[config.mk]
export PLATFORM = sky130hd
export DESIGN_NAME = wvb_rd_sequencer
export DESIGN_NICKNAME = d
export VERILOG_FILES = /design/src/rtl/wvb_rd_sequencer.sv
export SDC_FILE = /design/constraint.sdc
export NUM_CORES = 1
export LEC_CHECK = 0
export CAP_MARGIN = 20
export CORE_MARGIN = 2
export CORE_UTILIZATION = 45
export DETAILED_ROUTE_END_ITERATION = 10
export PLACE_DENSITY = 0.84
export SKIP_CTS_REPAIR_TIMING = 1
export SLEW_MARGIN = 5
export SYNTH_ARGS = -nofsm -noshare
export SYNTH_HDL_FRONTEND = slang
export SYNTH_SLANG_ARGS = --single-unit
[constraint.sdc]
create_clock -name clk -period 5.6 [get_ports clk]
set_clock_uncertainty 0.15 [all_clocks]
set_input_delay 1.12 -clock clk [delete_from_list [all_inputs] [get_ports clk]]
set_output_delay 1.12 -clock clk [all_outputs]
set_load 0.01 [all_outputs]
[src/rtl/wvb_rd_sequencer.sv]
// Readout sequencer for one waveform buffer channel: pops an event header, walks
// the sample range start..stop (with wrap) under backpressure, and aligns framing to RAM output.
module wvb_rd_sequencer #(
  parameter int P_ADR_WIDTH  = 12,
  parameter int P_HDR_WIDTH  = 80,
  parameter int P_RD_LATENCY = 2
) (
  input  logic                   clk,
  input  logic                   rst,
  input  logic                   en,
  input  logic                   hdr_empty,
  input  logic [P_HDR_WIDTH-1:0] hdr_data,
  input  logic [P_ADR_WIDTH-1:0] hdr_start_addr,
  input  logic [P_ADR_WIDTH-1:0] hdr_stop_addr,
  input  logic                   dout_rdy,
  output logic                   hdr_rdreq,
  output logic                   wvb_rdreq,
  output logic                   wvb_rddone,
  output logic [P_HDR_WIDTH-1:0] evt_hdr,
  output logic                   hdr_valid,
  output logic                   dout_valid,
  output logic                   dout_last,
  output logic                   busy
);

  typedef enum logic [2:0] {
    S_IDLE = 3'd0,
    S_HDR  = 3'd1,
    S_WAIT = 3'd2,
    S_SAMP = 3'd3,
    S_DONE = 3'd4
  } state_t;

  localparam logic [P_ADR_WIDTH:0] REM_ZERO = {(P_ADR_WIDTH+1){1'b0}};
  localparam logic [P_ADR_WIDTH:0] REM_ONE  = {{P_ADR_WIDTH{1'b0}}, 1'b1};

  state_t                  state_q, state_d;
  logic                    wait_q, wait_d;
  logic [P_ADR_WIDTH:0]    remaining_q, remaining_d;
  logic [P_HDR_WIDTH-1:0]  evt_hdr_q, evt_hdr_d;
  logic [P_RD_LATENCY-1:0] vld_pipe_q, vld_pipe_d;
  logic [P_RD_LATENCY-1:0] last_pipe_q, last_pipe_d;
  logic                    hdr_rdreq_q, hdr_rdreq_d;
  logic                    hdr_valid_q, hdr_valid_d;
  logic                    rddone_q, rddone_d;
  logic                    busy_q, busy_d;
  logic                    rd_fire;
  logic                    start_ok;
  logic [P_ADR_WIDTH-1:0]  span;

  // Next-state, sample counting and framing pipe.
  always_comb begin
    state_d     = state_q;
    wait_d      = wait_q;
    remaining_d = remaining_q;
    evt_hdr_d   = evt_hdr_q;
    hdr_valid_d = 1'b0;
    rd_fire     = 1'b0;
    start_ok    = en && !hdr_empty;
    span        = hdr_stop_addr - hdr_start_addr;

    case (state_q)
      S_IDLE: begin
        if (start_ok) state_d = S_HDR;
        else          state_d = S_IDLE;
      end
      S_HDR: begin
        state_d = S_WAIT;
        wait_d  = 1'b0;
      end
      S_WAIT: begin
        // Header FIFO output is only stable in the second WAIT cycle.
        if (wait_q) begin
          evt_hdr_d   = hdr_data;
          remaining_d = {1'b0, span} + REM_ONE;
          hdr_valid_d = 1'b1;
          state_d     = S_SAMP;
        end else begin
          wait_d = 1'b1;
        end
      end
      S_SAMP: begin
        rd_fire = dout_rdy && (remaining_q != REM_ZERO);
        if (rd_fire) remaining_d = remaining_q - REM_ONE;
        else         remaining_d = remaining_q;
        if (rd_fire && (remaining_q == REM_ONE)) state_d = S_DONE;
        else                                     state_d = S_SAMP;
      end
      S_DONE: begin
        if (start_ok) state_d = S_HDR;
        else          state_d = S_IDLE;
      end
      default: state_d = S_IDLE;
    endcase

    vld_pipe_d     = vld_pipe_q;
    last_pipe_d    = last_pipe_q;
    vld_pipe_d[0]  = rd_fire;
    last_pipe_d[0] = rd_fire && (remaining_q == REM_ONE);
    for (int i = 1; i < P_RD_LATENCY; i++) begin
      vld_pipe_d[i]  = vld_pipe_q[i-1];
      last_pipe_d[i] = last_pipe_q[i-1];
    end

    hdr_rdreq_d = (state_d == S_HDR);
    rddone_d    = (state_d == S_DONE);
    busy_d      = (state_d != S_IDLE) || (|vld_pipe_d);
  end

  // State and registered outputs with synchronous reset.
  always_ff @(posedge clk) begin
    if (rst) begin
      state_q     <= S_IDLE;
      wait_q      <= 1'b0;
      remaining_q <= REM_ZERO;
      evt_hdr_q   <= {P_HDR_WIDTH{1'b0}};
      vld_pipe_q  <= {P_RD_LATENCY{1'b0}};
      last_pipe_q <= {P_RD_LATENCY{1'b0}};
      hdr_rdreq_q <= 1'b0;
      hdr_valid_q <= 1'b0;
      rddone_q    <= 1'b0;
      busy_q      <= 1'b0;
    end else begin
      state_q     <= state_d;
      wait_q      <= wait_d;
      remaining_q <= remaining_d;
      evt_hdr_q   <= evt_hdr_d;
      vld_pipe_q  <= vld_pipe_d;
      last_pipe_q <= last_pipe_d;
      hdr_rdreq_q <= hdr_rdreq_d;
      hdr_valid_q <= hdr_valid_d;
      rddone_q    <= rddone_d;
      busy_q      <= busy_d;
    end
  end

  assign hdr_rdreq  = hdr_rdreq_q;
  assign wvb_rdreq  = rd_fire;
  assign wvb_rddone = rddone_q;
  assign evt_hdr    = evt_hdr_q;
  assign hdr_valid  = hdr_valid_q;
  assign dout_valid = vld_pipe_q[P_RD_LATENCY-1];
  assign dout_last  = last_pipe_q[P_RD_LATENCY-1];
  assign busy       = busy_q;

endmodule

Word-level counts from Yosys, hierarchy flattened
Index checks and enable logic that the tools add are counted.

operators by class
  $add $sub $neg = 3
  $mul = 0
  divide/modulo/power cells = 0
  order comparisons = 0
  equality and inequality tests = 9
  shift-type cells = 0
  multiplexer cells = 10
  bitwise operators = 1
  reductions and logical operators = 16

operators by type and width
  kind                                                                     count
  13-bit 2-to-1 mux                                                        2
  13-bit one-hot mux with 2 select lines                                   1
  12-bit by 1-bit adder with 13-bit output (second input constant)         1
  13-bit by 1-bit equality test with 1-bit output (second input constant)  1
  13-bit nonzero test                                                      1
  13-bit by 1-bit subtractor with 13-bit output (second input constant)    1
  3-bit one-hot mux with 4 select lines                                    1
  12-bit subtractor                                                        1
  3-bit by 1-bit equality test with 1-bit output (second input constant)   2
  3-bit by 2-bit equality test with 1-bit output (second input constant)   2
  3-bit equality test (second input constant)                              2
  3-bit 2-to-1 mux                                                         2
  2-bit OR reduction                                                       3
  1-bit logical AND                                                        4
  2-bit != test (second input constant)                                    2
  2-bit nonzero test                                                       2
  3-bit zero test                                                          1
  1-bit 2-to-1 mux                                                         3
  3-bit AND reduction                                                      1
  3-bit nonzero test                                                       1
  1-bit one-hot mux with 2 select lines                                    1
  2-bit AND reduction                                                      1
  1-bit zero test                                                          1
  1-bit logical OR                                                         1
  1-bit inverter                                                           1

storage, ports and cells
  bits in registers = 105
  bits in latches = 0
  RAM bits = 0
  bits in read-only memories = 0
  output and inout port bits = 87
  logic and storage cells = 49
  memories kept = 0

Longest topological paths before layout
  word-level depth = 7
  depth in mapped cells = 11
  mapped depth without buffers = 11

Worst setup path after synthesis
Ideal clock, no wire load.

  kind = in2reg
  start point = input hdr_stop_addr[0]
  end point = register remaining_q[12]
  data arrival time = 3745 ps
  slack = 1626 ps
  stages = 11
  buffers on the path = 0
  cells stage by stage = inv_1 ha_1 inv_1 fa_1 a21o_1 a221oi_2 nor2_1 xnor2_1 or4b_4 or4b_4 a211oi_2

between the ends
  cells in the longest elaborated chain, start to end = 4

ends and longest elaborated chain
  element                                   RTL line  text
  from (decl)                               14        input logic [P_ADR_WIDTH-1:0] hdr_stop_addr,
  12-bit subtractor                         60        span = hdr_stop_addr - hdr_start_addr;
  12-bit by 1-bit adder with 13-bit output  75        remaining_d = {1'b0, span} + REM_ONE;
  13-bit 2-to-1 mux                         73        if (wait_q) begin
  13-bit one-hot mux with 2 select lines    62        case (state_q)
  to (signal assigned)                      126       remaining_q <= remaining_d;
  to (decl)                                 39        logic [P_ADR_WIDTH:0] remaining_q, remaining_d;

Every way passes these cells. The select of a mux whose other input is x is not followed.
A chain may end at the register's enable or synchronous reset.

Worst setup path in the final report
  start point = input hdr_start_addr[0]
  end point = register remaining_q[12]

between the ends
  cells in the longest elaborated chain, start to end = 4

ends and longest elaborated chain
  element                                   RTL line  text
  from (decl)                               13        input logic [P_ADR_WIDTH-1:0] hdr_start_addr,
  12-bit subtractor                         60
  12-bit by 1-bit adder with 13-bit output  75
  13-bit 2-to-1 mux                         73
  13-bit one-hot mux with 2 select lines    62

Every way passes these cells. The select of a mux whose other input is x is not followed.

==> reports/results.tsv <==
metric	value	unit
synth_seq_area_share	0.440	
maxSlewViolCount	0	
clockRootBuffer	clkbuf_8	
drtAntennaViolNets	0	
htreeDepth	3	
fin_cells	922	
diodes	0	
placeableCoreArea	10300	um^2
grt_overflow	0	
dr_total_vias	4807	
viasPerCell	5.21	
synth_largest_area_cell	dfxtp_1	
first_pass_iters	5	
place.gp.congestion	0.918	
ioPinCount	196	
rsz0062_at_grt	false	
synth_fp_nets	731	
status	finished clean	
cts_buffers	9	
finalCriticalPeriod	4.24	ns
num-fill-cells	859	
wire_per_inst	14.4	um
grt_max_degree	106	
synthArstFlopShare	0	
post-synth-top-count-cell	nand2_1	
ys_ff_latch	105	
synth.top_cell.area_share	0.440	
fin_setup_tns	0	ns
path_common_cell	or4b_4	
grt_pass1_wl	21000	um
crit_path_cell_trace	clkdlybuf4s50_1 > ha_1 > inv_1 > fa_1 > a21o_1 > a221oi_2 > nor2_1 > xnor2_1 > or4b_4 > or4b_4 > a211oi_2	
drv_cap	0	
globalRouteTotalUtil	0.223	
cp.arrival	4.35	ns
dp.cells	906	
synth_cell_type_count	57	
worst_slew_pin_slew	1.08	ns
crit_path_max_incr_delay	0.59	ns
fmax	0.236	GHz
route.final.wire_length	13300	um
chipHeight	107	um
power_density	209	nW/um^2
chipWidth	107	um
drc	0	
worstSetupEndpointType	flop	
slew_headroom	0.281	
drtIter0Drc	476	
finalCritPeriodShare	0.757	
area_growth	45.1	%
ir_drop	0.000139	V
synthFlopType	dfxtp_1	
path_max_fanout	5	
num-nets-final	905	
hpwl	9630	um
antenna_found_initial	0	
ys_warn_count	0	
initial_core_util	0.463	
synth_area	4780	um^2
cts.clk_slew.worst_paths	0.11	ns
cts_tree	built	
fp-row-count	37	
cts_buffer_depth	2	
crit_type	in -> reg	
cts_sinks	105	
worst_hold_path_type	reg -> reg	
avgSynthCellArea	7.87	um^2
crit_buf_inv	2	
clock_latency	0.35	ns
drive_gt1_frac	0.0407	
yosys-top-cells-count	nand2_1 (171), dfxtp_1 (105), a21oi_1 (102)	
leakage	2.43	nW
fin_util	0.672	
syn_inst	607	
die_area	11500	um^2
numPortBuffers	195	
hold_violations	0	
required	5.72	ns
synth-edff-count	0	
cpMaxStageDelayCell	or4b_4	
grt_pass1_vias	4497	
setup_violations	0	
cp_top_family	simple AND/OR/NAND/NOR gates	
start_kind	primary input	
synth.area.top_cells	dfxtp_1 (44%), nand2_1 (13%), a21oi_1 (11%)	
[per-stage QoR]
stage               instance area, um^2  worst slack (ns)  total power, mW  hold WS (ns)
floorplan                          4780              1.63            0.915         0.264
global route                       6940              1.18             1.52         0.324
finish                             6940              1.36             1.45         0.292
global placement                   6760              1.08             1.02         0.281
CTS                                6940              1.37             1.46         0.302
detailed placement                 6760              1.00             1.03         0.296
[cells by family after synthesis]
family | count (synthesis) | synth area share
compound gates | 159 | 0.194
buf+inv | 54 | 0.0484
xor+xnor | 19 | 0.0348
fa+ha+maj | 15 | 0.0408
mux | 1 | 0.00236
simple gates | 254 | 0.239
flops | 105 | 0.440
[report_power, final]
part | switching [mW] | total [mW] | internal (mW)
sequential | 0.00505 | 0.759 | 0.754
clock | 0.268 | 0.436 | 0.168
combinational | 0.117 | 0.255 | 0.138
total | 0.390 | 1.45 | 1.06
[path summary, 6_finish.rpt]
check                                        from               to  slack (ns)  cells after the start
worst max register to register     remaining_q[7]   remaining_q[9]        2.65                      7
worst min-delay path               last_pipe_q[0]   last_pipe_q[1]        0.29                      1
worst max-delay path            hdr_start_addr[0]  remaining_q[12]        1.36                     11
worst min register to register     last_pipe_q[0]   last_pipe_q[1]        0.29                      1
[cell type report]
cell class	count	area (um^2)	area share
clock buffers	10	128	0.0184
clock inverters	6	50.0	0.00722
inverters	20	75.1	0.0108
multi-input cells	448	2450	0.353
flip-flops and latches	105	2100	0.303
well taps	136	170	0.0245
repair buffers	197	1960	0.283
[flip-flops by register name, summed over array words and instances (netlist names)]
signal	flops
hdr_rdreq	1
state_q	3
last_pipe_q	2
remaining_q	13
vld_pipe_q	2
busy	1
wait_q	1
wvb_rddone	1
hdr_valid	1
evt_hdr	80
[metal layers]
| metal | part of all wire | global-route usage | wire length, um | vias up |
|---|---|---|---|---|
| met5 | 0 | 0 | 0 | - |
| met3 | 0.056 | 0.0347 | 743 | 28 |
| met4 | 0.031 | 0.0937 | 413 | 0 |
| met1 | 0.40 | 0.259 | 5310 | 2209 |
| li1 | - | - | - | 2400 |
| met2 | 0.51 | 0.404 | 6780 | 170 |
[cells in the final DEF (no fill, tap or decap), drive strengths merged, types with 8 or more instances in the layout]
cell	netlist	routed
dfxtp	105	105
inv	20	22
a21oi	102	102
nor3	9	9
xnor2	11	11
clkbuf	28	10
nand2	172	172
clkdlybuf4s50	0	194
xor2	8	8
o21ai	16	16
ha	14	14
nor2	22	22
(Power assumes the default switching activity.)
